`config.mk`:
```
export PLATFORM = sky130hd
export DESIGN_NAME = capture_ctrl
export DESIGN_NICKNAME = d
export VERILOG_FILES = /design/src/rtl/osc_pkg.sv /design/src/rtl/capture_ctrl_trig_detect.sv /design/src/rtl/capture_ctrl.sv
export SDC_FILE = /design/constraint.sdc
export NUM_CORES = 1
export LEC_CHECK = 0
export ABC_AREA = 1
export CAP_MARGIN = 5
export CORE_UTILIZATION = 35
export CTS_CLUSTER_SIZE = 20
export DETAILED_ROUTE_END_ITERATION = 10
export PLACE_DENSITY_LB_ADDON = 0.08
export SYNTH_ARGS = -nofsm -noshare
export SYNTH_HDL_FRONTEND = slang
export SYNTH_SLANG_ARGS = --single-unit
```
`constraint.sdc`:
```
create_clock -name osc_clk -period 2.4 [get_ports osc_clk]
set_clock_uncertainty 0.15 [all_clocks]
set_input_delay 0.6 -clock osc_clk [delete_from_list [all_inputs] [get_ports osc_clk]]
set_output_delay 0.6 -clock osc_clk [all_outputs]
set_load 0.005 [all_outputs]
```
`src/rtl/osc_pkg.sv`:
```
// Shared sizing, state encoding and pointer helper for the oscilloscope capture controller.
package osc_pkg;

    localparam int ADDR_W          = 15;
    localparam int DEPTH_DEFAULT   = 10000;
    localparam int PRETRIG_DEFAULT = 1000;

    typedef enum logic [2:0] {
        ST_IDLE  = 3'd0,
        ST_PRE   = 3'd1,
        ST_ARMED = 3'd2,
        ST_POST  = 3'd3,
        ST_DONE  = 3'd4
    } state_e;

    function automatic logic [ADDR_W-1:0] ptr_next(input logic [ADDR_W-1:0] ptr,
                                                   input logic [ADDR_W-1:0] last);
        logic [ADDR_W-1:0] nxt;
        if (ptr == last) begin
            nxt = {ADDR_W{1'b0}};
        end else begin
            nxt = ptr + {{(ADDR_W-1){1'b0}}, 1'b1};
        end
        return nxt;
    endfunction

endpackage

```
`src/rtl/capture_ctrl_trig_detect.sv`:
```
// Edge trigger: remembers the last accepted sample and flags a threshold crossing
// between it and the sample currently being accepted.
module trig_detect (
    input  logic       clk_i,
    input  logic       reset_i,
    input  logic       accept_i,
    input  logic [7:0] data_i,
    input  logic [7:0] level_i,
    input  logic       rising_i,
    output logic       trig_o
);

    logic [7:0] prev_q;
    logic [7:0] prev_d;

    // Crossing compare against the previous accepted sample; prev follows accepted samples only.
    always_comb begin
        prev_d = prev_q;
        if (accept_i) begin
            prev_d = data_i;
        end else begin
            prev_d = prev_q;
        end
        if (rising_i) begin
            trig_o = (prev_q < level_i) && (data_i >= level_i);
        end else begin
            trig_o = (prev_q >= level_i) && (data_i < level_i);
        end
    end

    // Previous-sample register.
    always_ff @(posedge clk_i) begin
        if (reset_i) begin
            prev_q <= 8'd0;
        end else begin
            prev_q <= prev_d;
        end
    end

endmodule

```
`src/rtl/capture_ctrl.sv`:
```
// Pre/post-trigger capture sequencer writing ADC bytes into a circular buffer.
// Define OSC_TRIGGER_EN for level/edge trigger detection; otherwise the first armed sample triggers.
module capture_ctrl
    import osc_pkg::*;
#(
    parameter int DEPTH   = DEPTH_DEFAULT,
    parameter int PRETRIG = PRETRIG_DEFAULT
) (
    input  logic              osc_clk,
    input  logic              reset,
    input  logic              sample_valid,
    input  logic [7:0]        sample_data,
    input  logic              arm,
    input  logic [7:0]        trig_level,
    input  logic              trig_rising,
    input  logic              pi_ack,
    output logic              wr_en,
    output logic [ADDR_W-1:0] wr_addr,
    output logic [7:0]        wr_data,
    output logic [ADDR_W-1:0] trig_addr,
    output logic              pi_signal_flag,
    output logic              busy
);

    localparam logic [ADDR_W-1:0] LAST_ADDR = ADDR_W'(DEPTH - 1);
    localparam logic [ADDR_W-1:0] PRE_LEN   = ADDR_W'(PRETRIG);
    localparam logic [ADDR_W-1:0] POST_LEN  = ADDR_W'(DEPTH - PRETRIG - 1);
    localparam logic [ADDR_W-1:0] ZERO      = {ADDR_W{1'b0}};
    localparam logic [ADDR_W-1:0] ONE       = {{(ADDR_W-1){1'b0}}, 1'b1};

    state_e            state_q, state_d;
    logic [ADDR_W-1:0] ptr_q, ptr_d;
    logic [ADDR_W-1:0] cnt_q, cnt_d;
    logic [ADDR_W-1:0] trig_addr_q, trig_addr_d;
    logic [ADDR_W-1:0] wr_addr_q, wr_addr_d;
    logic [7:0]        wr_data_q, wr_data_d;
    logic              wr_en_q, wr_en_d;
    logic              flag_q, flag_d;
    logic              busy_q, busy_d;
    logic              accept_s;
    logic              trig_hit_s;
    logic [ADDR_W-1:0] cnt_inc_s;

    // Dropping arm cancels the sample in flight, so acceptance needs arm as well.
    assign accept_s  = sample_valid && arm &&
                       ((state_q == ST_PRE) || (state_q == ST_ARMED) || (state_q == ST_POST));
    assign cnt_inc_s = cnt_q + ONE;

`ifdef OSC_TRIGGER_EN
    trig_detect u_trig_detect (
        .clk_i    (osc_clk),
        .reset_i  (reset),
        .accept_i (accept_s),
        .data_i   (sample_data),
        .level_i  (trig_level),
        .rising_i (trig_rising),
        .trig_o   (trig_hit_s)
    );
`else
    logic unused_s;
    assign unused_s   = ^{trig_level, trig_rising};
    assign trig_hit_s = 1'b1;
`endif

    // Next-state and write-port logic; a sample on a transition edge counts in the state being left.
    always_comb begin
        state_d     = state_q;
        ptr_d       = ptr_q;
        cnt_d       = cnt_q;
        trig_addr_d = trig_addr_q;
        flag_d      = flag_q;
        wr_en_d     = 1'b0;
        wr_addr_d   = wr_addr_q;
        wr_data_d   = wr_data_q;
        case (state_q)
            ST_IDLE: begin
                if (arm) begin
                    state_d = ST_PRE;
                    ptr_d   = ZERO;
                    cnt_d   = ZERO;
                end else begin
                    state_d = ST_IDLE;
                end
            end
            ST_PRE: begin
                if (!arm) begin
                    state_d = ST_IDLE;
                end else if (accept_s) begin
                    cnt_d = cnt_inc_s;
                    if (cnt_inc_s == PRE_LEN) begin
                        state_d = ST_ARMED;
                    end else begin
                        state_d = ST_PRE;
                    end
                end else begin
                    state_d = ST_PRE;
                end
            end
            ST_ARMED: begin
                if (!arm) begin
                    state_d = ST_IDLE;
                end else if (accept_s && trig_hit_s) begin
                    state_d     = ST_POST;
                    cnt_d       = ZERO;
                    trig_addr_d = ptr_q;
                end else begin
                    state_d = ST_ARMED;
                end
            end
            ST_POST: begin
                if (!arm) begin
                    state_d = ST_IDLE;
                end else if (accept_s) begin
                    cnt_d = cnt_inc_s;
                    if (cnt_inc_s == POST_LEN) begin
                        state_d = ST_DONE;
                        flag_d  = 1'b1;
                    end else begin
                        state_d = ST_POST;
                    end
                end else begin
                    state_d = ST_POST;
                end
            end
            ST_DONE: begin
                if (pi_ack) begin
                    state_d = ST_IDLE;
                    flag_d  = 1'b0;
                end else begin
                    state_d = ST_DONE;
                end
            end
            default: begin
                state_d = ST_IDLE;
                flag_d  = 1'b0;
            end
        endcase
        if (accept_s) begin
            wr_en_d   = 1'b1;
            wr_addr_d = ptr_q;
            wr_data_d = sample_data;
            ptr_d     = ptr_next(ptr_q, LAST_ADDR);
        end else begin
            wr_en_d = 1'b0;
        end
        busy_d = (state_d == ST_PRE) || (state_d == ST_ARMED) || (state_d == ST_POST);
    end

    // State and registered outputs.
    always_ff @(posedge osc_clk) begin
        if (reset) begin
            state_q     <= ST_IDLE;
            ptr_q       <= ZERO;
            cnt_q       <= ZERO;
            trig_addr_q <= ZERO;
            wr_addr_q   <= ZERO;
            wr_data_q   <= 8'd0;
            wr_en_q     <= 1'b0;
            flag_q      <= 1'b0;
            busy_q      <= 1'b0;
        end else begin
            state_q     <= state_d;
            ptr_q       <= ptr_d;
            cnt_q       <= cnt_d;
            trig_addr_q <= trig_addr_d;
            wr_addr_q   <= wr_addr_d;
            wr_data_q   <= wr_data_d;
            wr_en_q     <= wr_en_d;
            flag_q      <= flag_d;
            busy_q      <= busy_d;
        end
    end

    assign wr_en          = wr_en_q;
    assign wr_addr        = wr_addr_q;
    assign wr_data        = wr_data_q;
    assign trig_addr      = trig_addr_q;
    assign pi_signal_flag = flag_q;
    assign busy           = busy_q;

endmodule

```
==> flow_summary.ini, run 1 <==
[route]
vias = 3342
wl_um = 8625
initialDrtViolationCount = 163
wire_per_inst_um = 12.67
drt_first_pass_iters = 5
vias_per_cell = 4.907
drc = 0
ant_nets = 0

[sta]
final.period_utilization_pct = 90.22
maxSlewViolCount = 0
min_period_ns = 2.165
timing.hold.ws_ns = 0.3080
hold_viol = 0
fmax_ghz = 0.4619
setup_violations = 0
slew_headroom_pct = 78.25
fin_ws_ns = 0.2348
rsz0062_at_grt = no
max_slew.worst_pin.slew_ns = 0.3258

[place]
dp_slack_ns = -0.1487
dp_hpwl_um = 6075
io_buffers = 53
globalplace.congestion = 0.8178
place_inst = 665
dpl-instance-area_um2 = 4192

[floorplan]
io_pins = 63
initial_core_util_pct = 36.74
die_w_um = 101.4
core_um2 = 9415
die-area_um2 = 10290
die_h_um = 101.4
rows = 35

[layout]
syn2layout_area_growth_pct = 28.10
postLayoutCellArea_um2 = 4432
drive_above_1_share_pct = 10.51
nNetsFinal = 573
final.fill_count = 966
antenna_cells = 0
post-route-util_pct = 47.07
finalNonFillerCells = 681

[synthesis]
synth_edf_count = 0
async_flop_share_pct = 0
syn_inst = 488
syn-cell-area_um2 = 3460
yosysSeqAreaShare_pct = 42.82
ys_ff_latch = 74
synthTopCellsByCount = 97 x nand2_1, 74 x dfxtp_1, 57 x nor2_1
synth_area_leaders = dfxtp_1 43%, nand2_1 11%, a21oi_1 7.8%, o21ai_0 6.4%, nor2_1 6.2%
ys_types = 33
yosys_warnings = 0
synth_nets = 514
avgSynthCellArea_um2 = 7.089
synth_top_area_share_pct = 42.82
yosysMostFrequentCell = nand2_1
synth_area_leader_cell = dfxtp_1
synth_flop_cell = dfxtp_1

[global_routing]
grt_pass1_vias = 3050
grt_max_degree = 49
grt_first_pass_wirelength_um = 14560
antenna_found_initial = 0
overflow = 0
track_usage_pct = 18.08

[min_path]
hp-class = flop to flop
min-delay-start = pi_signal_flag
holdPathEnd = pi_signal_flag
whs_path_depth = 2

[clocking]
ctsHoldBuffers = 0
cts.sinks = 74
post_cts_buffers = 0
cts_buffers = 9
clockBufferDepth = 2
root_buffer = clkbuf_8
cts_max_level = 3
cts_tree = yes
path_clk_slew_ns = 0.08
post_cts_resized = 0
insertion_delay_ns = 0.35

[run_status]
status = finished clean

[critical_path]
rr_startpoint = cnt_q[1]
path_cells = clkdlybuf4s50_1, nand3_1, nor2_2, buf_4, nor2_2, inv_2, o22ai_1, and3_1
crit_arrival_ns = 2.26
max_stage_delay_ns = 0.48
cp.buffers_inverters = 3
end_kind = flop
required_ns = 2.49
critPathMaxFanout = 17
critPathKind = primary input to flop
rr_endpoint = busy
cp_slowest_cell = clkdlybuf4s50_1
critPathMostFrequentCell = nor2_2
startpoint_type = primary input
cp_top_family = buffers and inverters
r2r_slack_ns = 0.32
worstSetupStartpoint = arm
reg2reg_depth = 14

[run]
cap_violations = 0

[pwr]
peakVddDrop_mv = 0.2271
leakage_nw = 1.715
cellPowerDensity_nw_per_um2 = 604.0
final cells by class:
| type | count | area [µm²] | area share, % |
|---|---|---|---|
| multi-input cells | 342 | 1678 | 37.86 |
| flip-flops and latches | 74 | 1481 | 33.43 |
| repair buffers | 70 | 683.2 | 15.42 |
| inverters | 50 | 187.7 | 4.235 |
| well taps | 129 | 161.4 | 3.642 |
| clock buffers | 10 | 127.6 | 2.880 |
| clock inverters | 6 | 112.6 | 2.541 |
per-stage QoR:
step / TNS [ns] / total power [mW]
global placement: -1.138 / 1.520
detailed placement: -1.989 / 1.523
CTS: 0 / 2.725
finish: 0 / 2.677
global route: 0 / 2.799
floorplan: 0 / 1.425
layer usage:
| metal | part of all wire (%) | up-vias | GRT usage, % |
|---|---|---|---|
| met5 | 0 | - | 0 |
| met4 | 1.3 | 0 | 8.138 |
| met3 | 4.5 | 9 | 3.727 |
| met2 | 42 | 67 | 26.79 |
| met1 | 52 | 1536 | 25.22 |
| li1 | - | 1730 | - |
registers in the layout, indices dropped and copies added (netlist names):
name,cells
state_q,3
wr_data,8
wr_addr,15
pi_signal_flag,1
wr_en,1
cnt_q,15
trig_addr,15
ptr_q,15
busy,1
worst register-to-register path, stage by stage, from the launching register on:
cell	delay [ns]
dfxtp_1	0.43
ha_1	0.22
nand2_2	0.09
inv_1	0.11
nand2_1	0.06
nand2_1	0.05
nand2_1	0.06
nor2_1	0.19
nand3_1	0.14
nor2_2	0.14
nand2_1	0.06
nand2_1	0.08
nand3_1	0.08
nand2_1	0.08
nand2_1	0.06
cell families after synthesis:
logic type	Yosys count	share of synthesized area, %
adders and majority gates	4	1.447
AOI/OAI and AO/OA	115	17.76
xor gates and xnor gates	2	0.5064
DFF	74	42.82
buffers and inverters	72	8.680
and+or+nand+nor	221	28.79
worst max-delay path by stage:
stage | endpoint | slack, ns | cells after the start
floorplan | busy | 0.60 | 14
global placement | ptr_q[6] | -0.12 | 8
detailed placement | ptr_q[4] | -0.15 | 8
CTS | ptr_q[6] | 0.23 | 8
global route | ptr_q[3] | 0.08 | 9
finish | ptr_q[4] | 0.23 | 8
power breakdown:
group	switching [mW]	internal [mW]
Sequential	0.0250	1.26
Clock	0.486	0.697
Combinational	0.118	0.0930
Total	0.628	2.05
cell usage in the layout, fill, tap and decap left out:
cell type / count
dfxtp_1: 74
o221ai_1: 1
nand3b_1: 2
nand3_2: 3
nor4_1: 2
nor2_1: 57
a21oi_1: 54
inv_1: 45
inv_2: 5
nor2_4: 4
a31o_2: 1
a32o_1: 1
clkbuf_1: 1
o21ai_0: 44
a211oi_1: 6
o31ai_1: 1
nand2_1: 97
nand3_1: 23
clkinv_2: 1
nand2_2: 4
buf_4: 15
a21oi_2: 1
and3_1: 2
nand4_1: 14
nor2_2: 8
xor2_1: 2
clkbuf_8: 9
o22ai_1: 2
ha_1: 4
o211ai_1: 1
clkdlybuf4s50_1: 53
nor3_1: 5
bufinv_16: 3
inv_6: 2
o21ai_1: 3
buf_12: 2
(Power assumes the default switching activity.)
==> run 2: changes to the inputs <==
--- a/config.mk
+++ b/config.mk
@@ -10,7 +10,6 @@
 export CORE_UTILIZATION = 35
 export CTS_CLUSTER_SIZE = 20
 export DETAILED_ROUTE_END_ITERATION = 10
-export PLACE_DENSITY_LB_ADDON = 0.08
 export SYNTH_ARGS = -nofsm -noshare
 export SYNTH_HDL_FRONTEND = slang
 export SYNTH_SLANG_ARGS = --single-unit
==> run 2 against run 1 <==
Net effect: register-to-register slack got worse by 0.04 ns; wire length decreased by 1.8%; critical path depth increased by 6; largest power group unchanged.
==> flow_summary.ini, run 2 (synthesized netlist as in run 1, its figures left out) <==
[global_routing]
grt_max_degree = 34
grt_first_pass_wirelength_um = 14480
grt_pass1_vias = 3069
track_usage_pct = 17.87
overflow = 0
antenna_found_initial = 0

[route]
drc = 0
vias_per_cell = 4.800
initialDrtViolationCount = 83
drt_first_pass_iters = 4
ant_nets = 0
wl_um = 8471
vias = 3269
wire_per_inst_um = 12.44

[pwr]
netSwitchingFraction_pct = 24.89
p_int_mw = 1.861
cellPowerDensity_nw_per_um2 = 565.2
p_comb_share_pct = 8.3
leakage_nw = 1.694
power.share.clock_pct = 39.9
peakVddDrop_mv = 0.3353
pwr-share-seq_pct = 51.8
switchingPower_mw = 0.6166

[clocking]
cts_buffers = 9
insertion_delay_ns = 0.35
post_cts_buffers = 0
post_cts_resized = 0
clockBufferDepth = 2
cts.sinks = 74
cts_tree = yes
ctsHoldBuffers = 0
cts_max_level = 3
path_clk_slew_ns = 0.08
root_buffer = clkbuf_8

[min_path]
hp-class = flop to flop
whs_path_depth = 2
holdPathEnd = pi_signal_flag
min-delay-start = pi_signal_flag

[floorplan]
rows = 35
die_w_um = 101.4
io_pins = 63
die_h_um = 101.4
die-area_um2 = 10290
initial_core_util_pct = 36.74
core_um2 = 9415

[layout]
drive_above_1_share_pct = 10.69
regArea_um2 = 1481
layout_commonest_cell = nand2_1
syn2layout_area_growth_pct = 26.69
antenna_cells = 0
multi_input_area_um2 = 1678
nNetsFinal = 573
final.fill_count = 948
final_cell_mix = 97 x nand2_1, 74 x dfxtp_1, 57 x nor2_1
finalNonFillerCells = 681

[critical_path]
required_ns = 2.49
cp_slowest_cell = dfxtp_1
startpoint_type = flop
end_kind = flop
critPathMostFrequentCell = nand2_1
rr_startpoint = cnt_q[1]
rr_endpoint = busy
crit_arrival_ns = 2.21
critPathMaxFanout = 7
max_stage_delay_ns = 0.43
r2r_slack_ns = 0.28
path_cells = ha_1, nand2_2, nor2_4, nand2_1, nand2_1, nand2_1, nor2_1, nand2_1, nor2_2, nand2_1, nand2_1, nand3_1, nand2_1, nand2_1
reg2reg_depth = 14
critPathKind = flop to flop

[place]
dp_hpwl_um = 5976
globalplace.congestion = 0.8089
io_buffers = 53
place_inst = 665

[run_status]
status = finished clean

[sta]
hold_viol = 0
rsz0062_at_grt = no
slew_headroom_pct = 75.81
setup_violations = 0
min_period_ns = 2.115
maxSlewViolCount = 0
max_slew.worst_pin.slew_ns = 0.3624
setup_tns_ns = 0
fmax_ghz = 0.4728
final.period_utilization_pct = 88.13

[run]
cap_violations = 0
run 2: changes by cell type in the layout (fill, tap and decap cells not counted), sizes merged:
cell / before / now
inv: 52 / 50
bufinv: 3 / 1
clkinv: 1 / 5
run 2: metrics by stage:
step           hold WS [ns]  setup slack, ns  cell area, µm²  total power, mW  util [%]
2_1_floorplan        0.2935           0.6048            3460            1.425         -
5_1_grt              0.3416          0.04850            4383            2.598     46.55
3_5_place_dp         0.2988         -0.04228            4179            1.518     44.39
4_1_cts              0.3138           0.2637            4383            2.516     46.55
6_report             0.3099           0.2848            4383            2.477     46.55
3_3_place_gp         0.2977         -0.03653            4179            1.516     44.39
run 2: per-layer routing:
layer / global-route usage [%] / share of wire, % / wire (µm) / up-vias
li1: - / - / - / 1719
met1: 22.96 / 48 / 4055 / 1501
met2: 29.67 / 48 / 4062 / 47
met3: 5.176 / 3.9 / 329 / 2
met4: 4.013 / 0.28 / 24 / 0
met5: 0 / 0 / 0 / -
run 2: final cells by class:
| type | count | area share [%] |
|---|---|---|
| inverters | 50 | 4.282 |
| well taps | 129 | 3.683 |
| clock buffers | 10 | 3.140 |
| multi-input cells | 342 | 38.28 |
| clock inverters | 6 | 1.513 |
| repair buffers | 70 | 15.30 |
| flip-flops and latches | 74 | 33.80 |
run 2: worst max path at each step:
| stage | from | endpoint | slack, ns | depth (start not counted) |
|---|---|---|---|---|
| after CTS | cnt_q[1] | busy | 0.26 | 14 |
| after detailed placement | arm | busy | -0.04 | 12 |
| after floorplan | cnt_q[1] | busy | 0.60 | 14 |
| final | cnt_q[1] | busy | 0.28 | 14 |
| after global placement | arm | busy | -0.04 | 12 |
| after global routing | cnt_q[1] | state_q[0] | 0.05 | 14 |
run 2: power by group through the flow:
stage                     clock network [mW]  logic (mW)  registers (mW)
after detailed placement                   0       0.207            1.31
after global placement                     0       0.206            1.31
final                                  0.989       0.206            1.28
after CTS                               1.02       0.208            1.28
after floorplan                            0       0.117            1.31
after global routing                    1.08       0.231            1.29
run 2: critical path: cells and delay by family (launching register included):
kind / cells / cell delay [ns]
fa+ha+maj: 1 / 0.22
simple gates: 13 / 1.21
flops: 1 / 0.43
==> run 3: changes to the inputs <==
--- a/config.mk
+++ b/config.mk
@@ -10,6 +10,7 @@
 export CORE_UTILIZATION = 35
 export CTS_CLUSTER_SIZE = 20
 export DETAILED_ROUTE_END_ITERATION = 10
+export MAX_ROUTING_LAYER = met4
 export SYNTH_ARGS = -nofsm -noshare
 export SYNTH_HDL_FRONTEND = slang
 export SYNTH_SLANG_ARGS = --single-unit
==> constraint.sdc (replaced) <==
create_clock -name osc_clk -period 2.2 [get_ports osc_clk]
set_clock_uncertainty 0.15 [all_clocks]
set_input_delay 0.55 -clock osc_clk [delete_from_list [all_inputs] [get_ports osc_clk]]
set_output_delay 0.55 -clock osc_clk [all_outputs]
set_load 0.005 [all_outputs]
==> run 3 against run 2 <==
Net effect: combinational power up 16%; die area unchanged; setup slack worse by 0.15 ns; largest cell class unchanged; non-clock buffer count up 9; maximum frequency up 2.4%; total power up 11%; clock power up 13%; sequential share of layout area down 0.61 points; register-to-register slack worse by 0.15 ns; core utilization up 0.89 points; critical path depth unchanged.
==> flow_summary.ini, run 3 (synthesized netlist as in run 1, its figures left out) <==
[critical_path]
startpoint_type = flop
path_cells = ha_1, nand2_2, nor2_4, nand2_1, nand2_1, nand2_1, nor2_1, nand2_1, nor2_2, nand2_1, nand2_1, nand3_1, nand2_1, nand2_1
worstSetupStartpoint = cnt_q[0]
cp.buffers_inverters = 0
critPathMostFrequentCell = nand2_1
crit_arrival_ns = 2.16
critPathKind = flop to flop
max_stage_delay_ns = 0.38
required_ns = 2.30
cp_top_family = simple AND/OR/NAND/NOR gates
end_kind = flop
rr_startpoint = cnt_q[0]
critPathMaxFanout = 7
cp_slowest_cell = dfxtp_1

[route]
drc = 0
ant_nets = 0
initialDrtViolationCount = 161
wl_um = 8827
vias_per_cell = 4.897
vias = 3379
wire_per_inst_um = 12.79
drt_first_pass_iters = 4

[layout]
syn2layout_area_growth_pct = 29.11
final_cell_mix = 96 x nand2_1, 73 x dfxtp_1, 56 x nor2_1
post-route-util_pct = 47.44
nNetsFinal = 582
final.fill_count = 960
drive_above_1_share_pct = 12.66
postLayoutCellArea_um2 = 4467
antenna_cells = 0
layout_commonest_cell = nand2_1

[clocking]
cts_max_level = 3
clockBufferDepth = 2
ctsHoldBuffers = 0
post_cts_buffers = 0
root_buffer = clkbuf_8
cts.sinks = 74
cts_buffers = 9
insertion_delay_ns = 0.35
cts_tree = yes
path_clk_slew_ns = 0.08
post_cts_resized = 0

[sta]
maxSlewViolCount = 0
fmax_ghz = 0.4842
fin_ws_ns = 0.1346
final.period_utilization_pct = 93.88
setup_violations = 0
max_slew.worst_pin.slew_ns = 0.3168
min_period_ns = 2.065
hold_viol = 0
slew_headroom_pct = 78.72
rsz0062_at_grt = yes

[place]
dp_slack_ns = -0.2142
globalplace.congestion = 0.8350
io_buffers = 53
dp_hpwl_um = 6203
dpl-instance-area_um2 = 4247

[floorplan]
core_um2 = 9415
die-area_um2 = 10290
rows = 35
io_pins = 63
initial_core_util_pct = 36.74
die_w_um = 101.4
die_h_um = 101.4

[global_routing]
grt_pass1_vias = 3195
grt_max_degree = 34
antenna_found_initial = 0
overflow = 0
grt_first_pass_wirelength_um = 14880
track_usage_pct = 18.96

[min_path]
hp-class = flop to flop
min-delay-start = pi_signal_flag

[run_status]
status = finished clean

[pwr]
cellPowerDensity_nw_per_um2 = 616.9
leakage_nw = 1.736
p_total_mw = 2.756
peakVddDrop_mv = 0.4330

[run]
cap_violations = 0
-- run 3: cell types whose count changed in the layout (fill, tap and decap cells not counted), moves of 2 or more --
cell,previous run,this run
buf_4,16,25
clkinv_2,2,0
clkinv_4,3,1
clkinvlp_4,0,2
inv_6,0,2
-- run 3: through the flow --
stage,hold WS [ns],std cells,TNS [ns]
2_1_floorplan,0.2935,488,0
3_3_place_gp,0.2976,674,-1.086
3_5_place_dp,0.3013,674,-1.519
4_1_cts,0.3184,690,0
5_1_grt,0.3307,690,-0.02817
6_report,0.3138,690,0
-- run 3: cell type report --
type	instances	area [µm²]	area share (%)
well taps	129	161.4	3.613
clock buffers	10	137.6	3.081
flip-flops and latches	74	1483	33.19
inverters	50	187.7	4.202
multi-input cells	342	1688	37.79
clock inverters	6	71.32	1.597
repair buffers	79	738.2	16.53
-- run 3: tightest hold or removal path: stages (launching register included) --
cell and delay, ns:
dfxtp_1 0.32, inv_1 0.06, a21oi_2 0.05
-- run 3: report_power, final --
| part | leakage, nW | switching [mW] | internal, mW | total (mW) |
|---|---|---|---|---|
| registers | 0.600 | 0.0272 | 1.37 | 1.40 |
| logic | 1.04 | 0.129 | 0.109 | 0.238 |
| clock network | 0.0995 | 0.553 | 0.565 | 1.12 |
| total | 1.74 | 0.709 | 2.05 | 2.76 |
-- run 3: worst paths after layout --
path	cells past startpoint	endpoint	slack [ns]
hold / removal	2	pi_signal_flag	0.31
setup / recovery	14	busy	0.13
hold reg to reg	2	pi_signal_flag	0.31
setup reg to reg	14	busy	0.13
-- run 3: routing by layer --
layer,track usage [%],up-vias,wire length (µm)
li1,-,1746,-
met1,23.48,1552,4142
met2,30.66,72,4161
met3,4.141,9,426
met4,6.132,0,97
met5,-,-,0
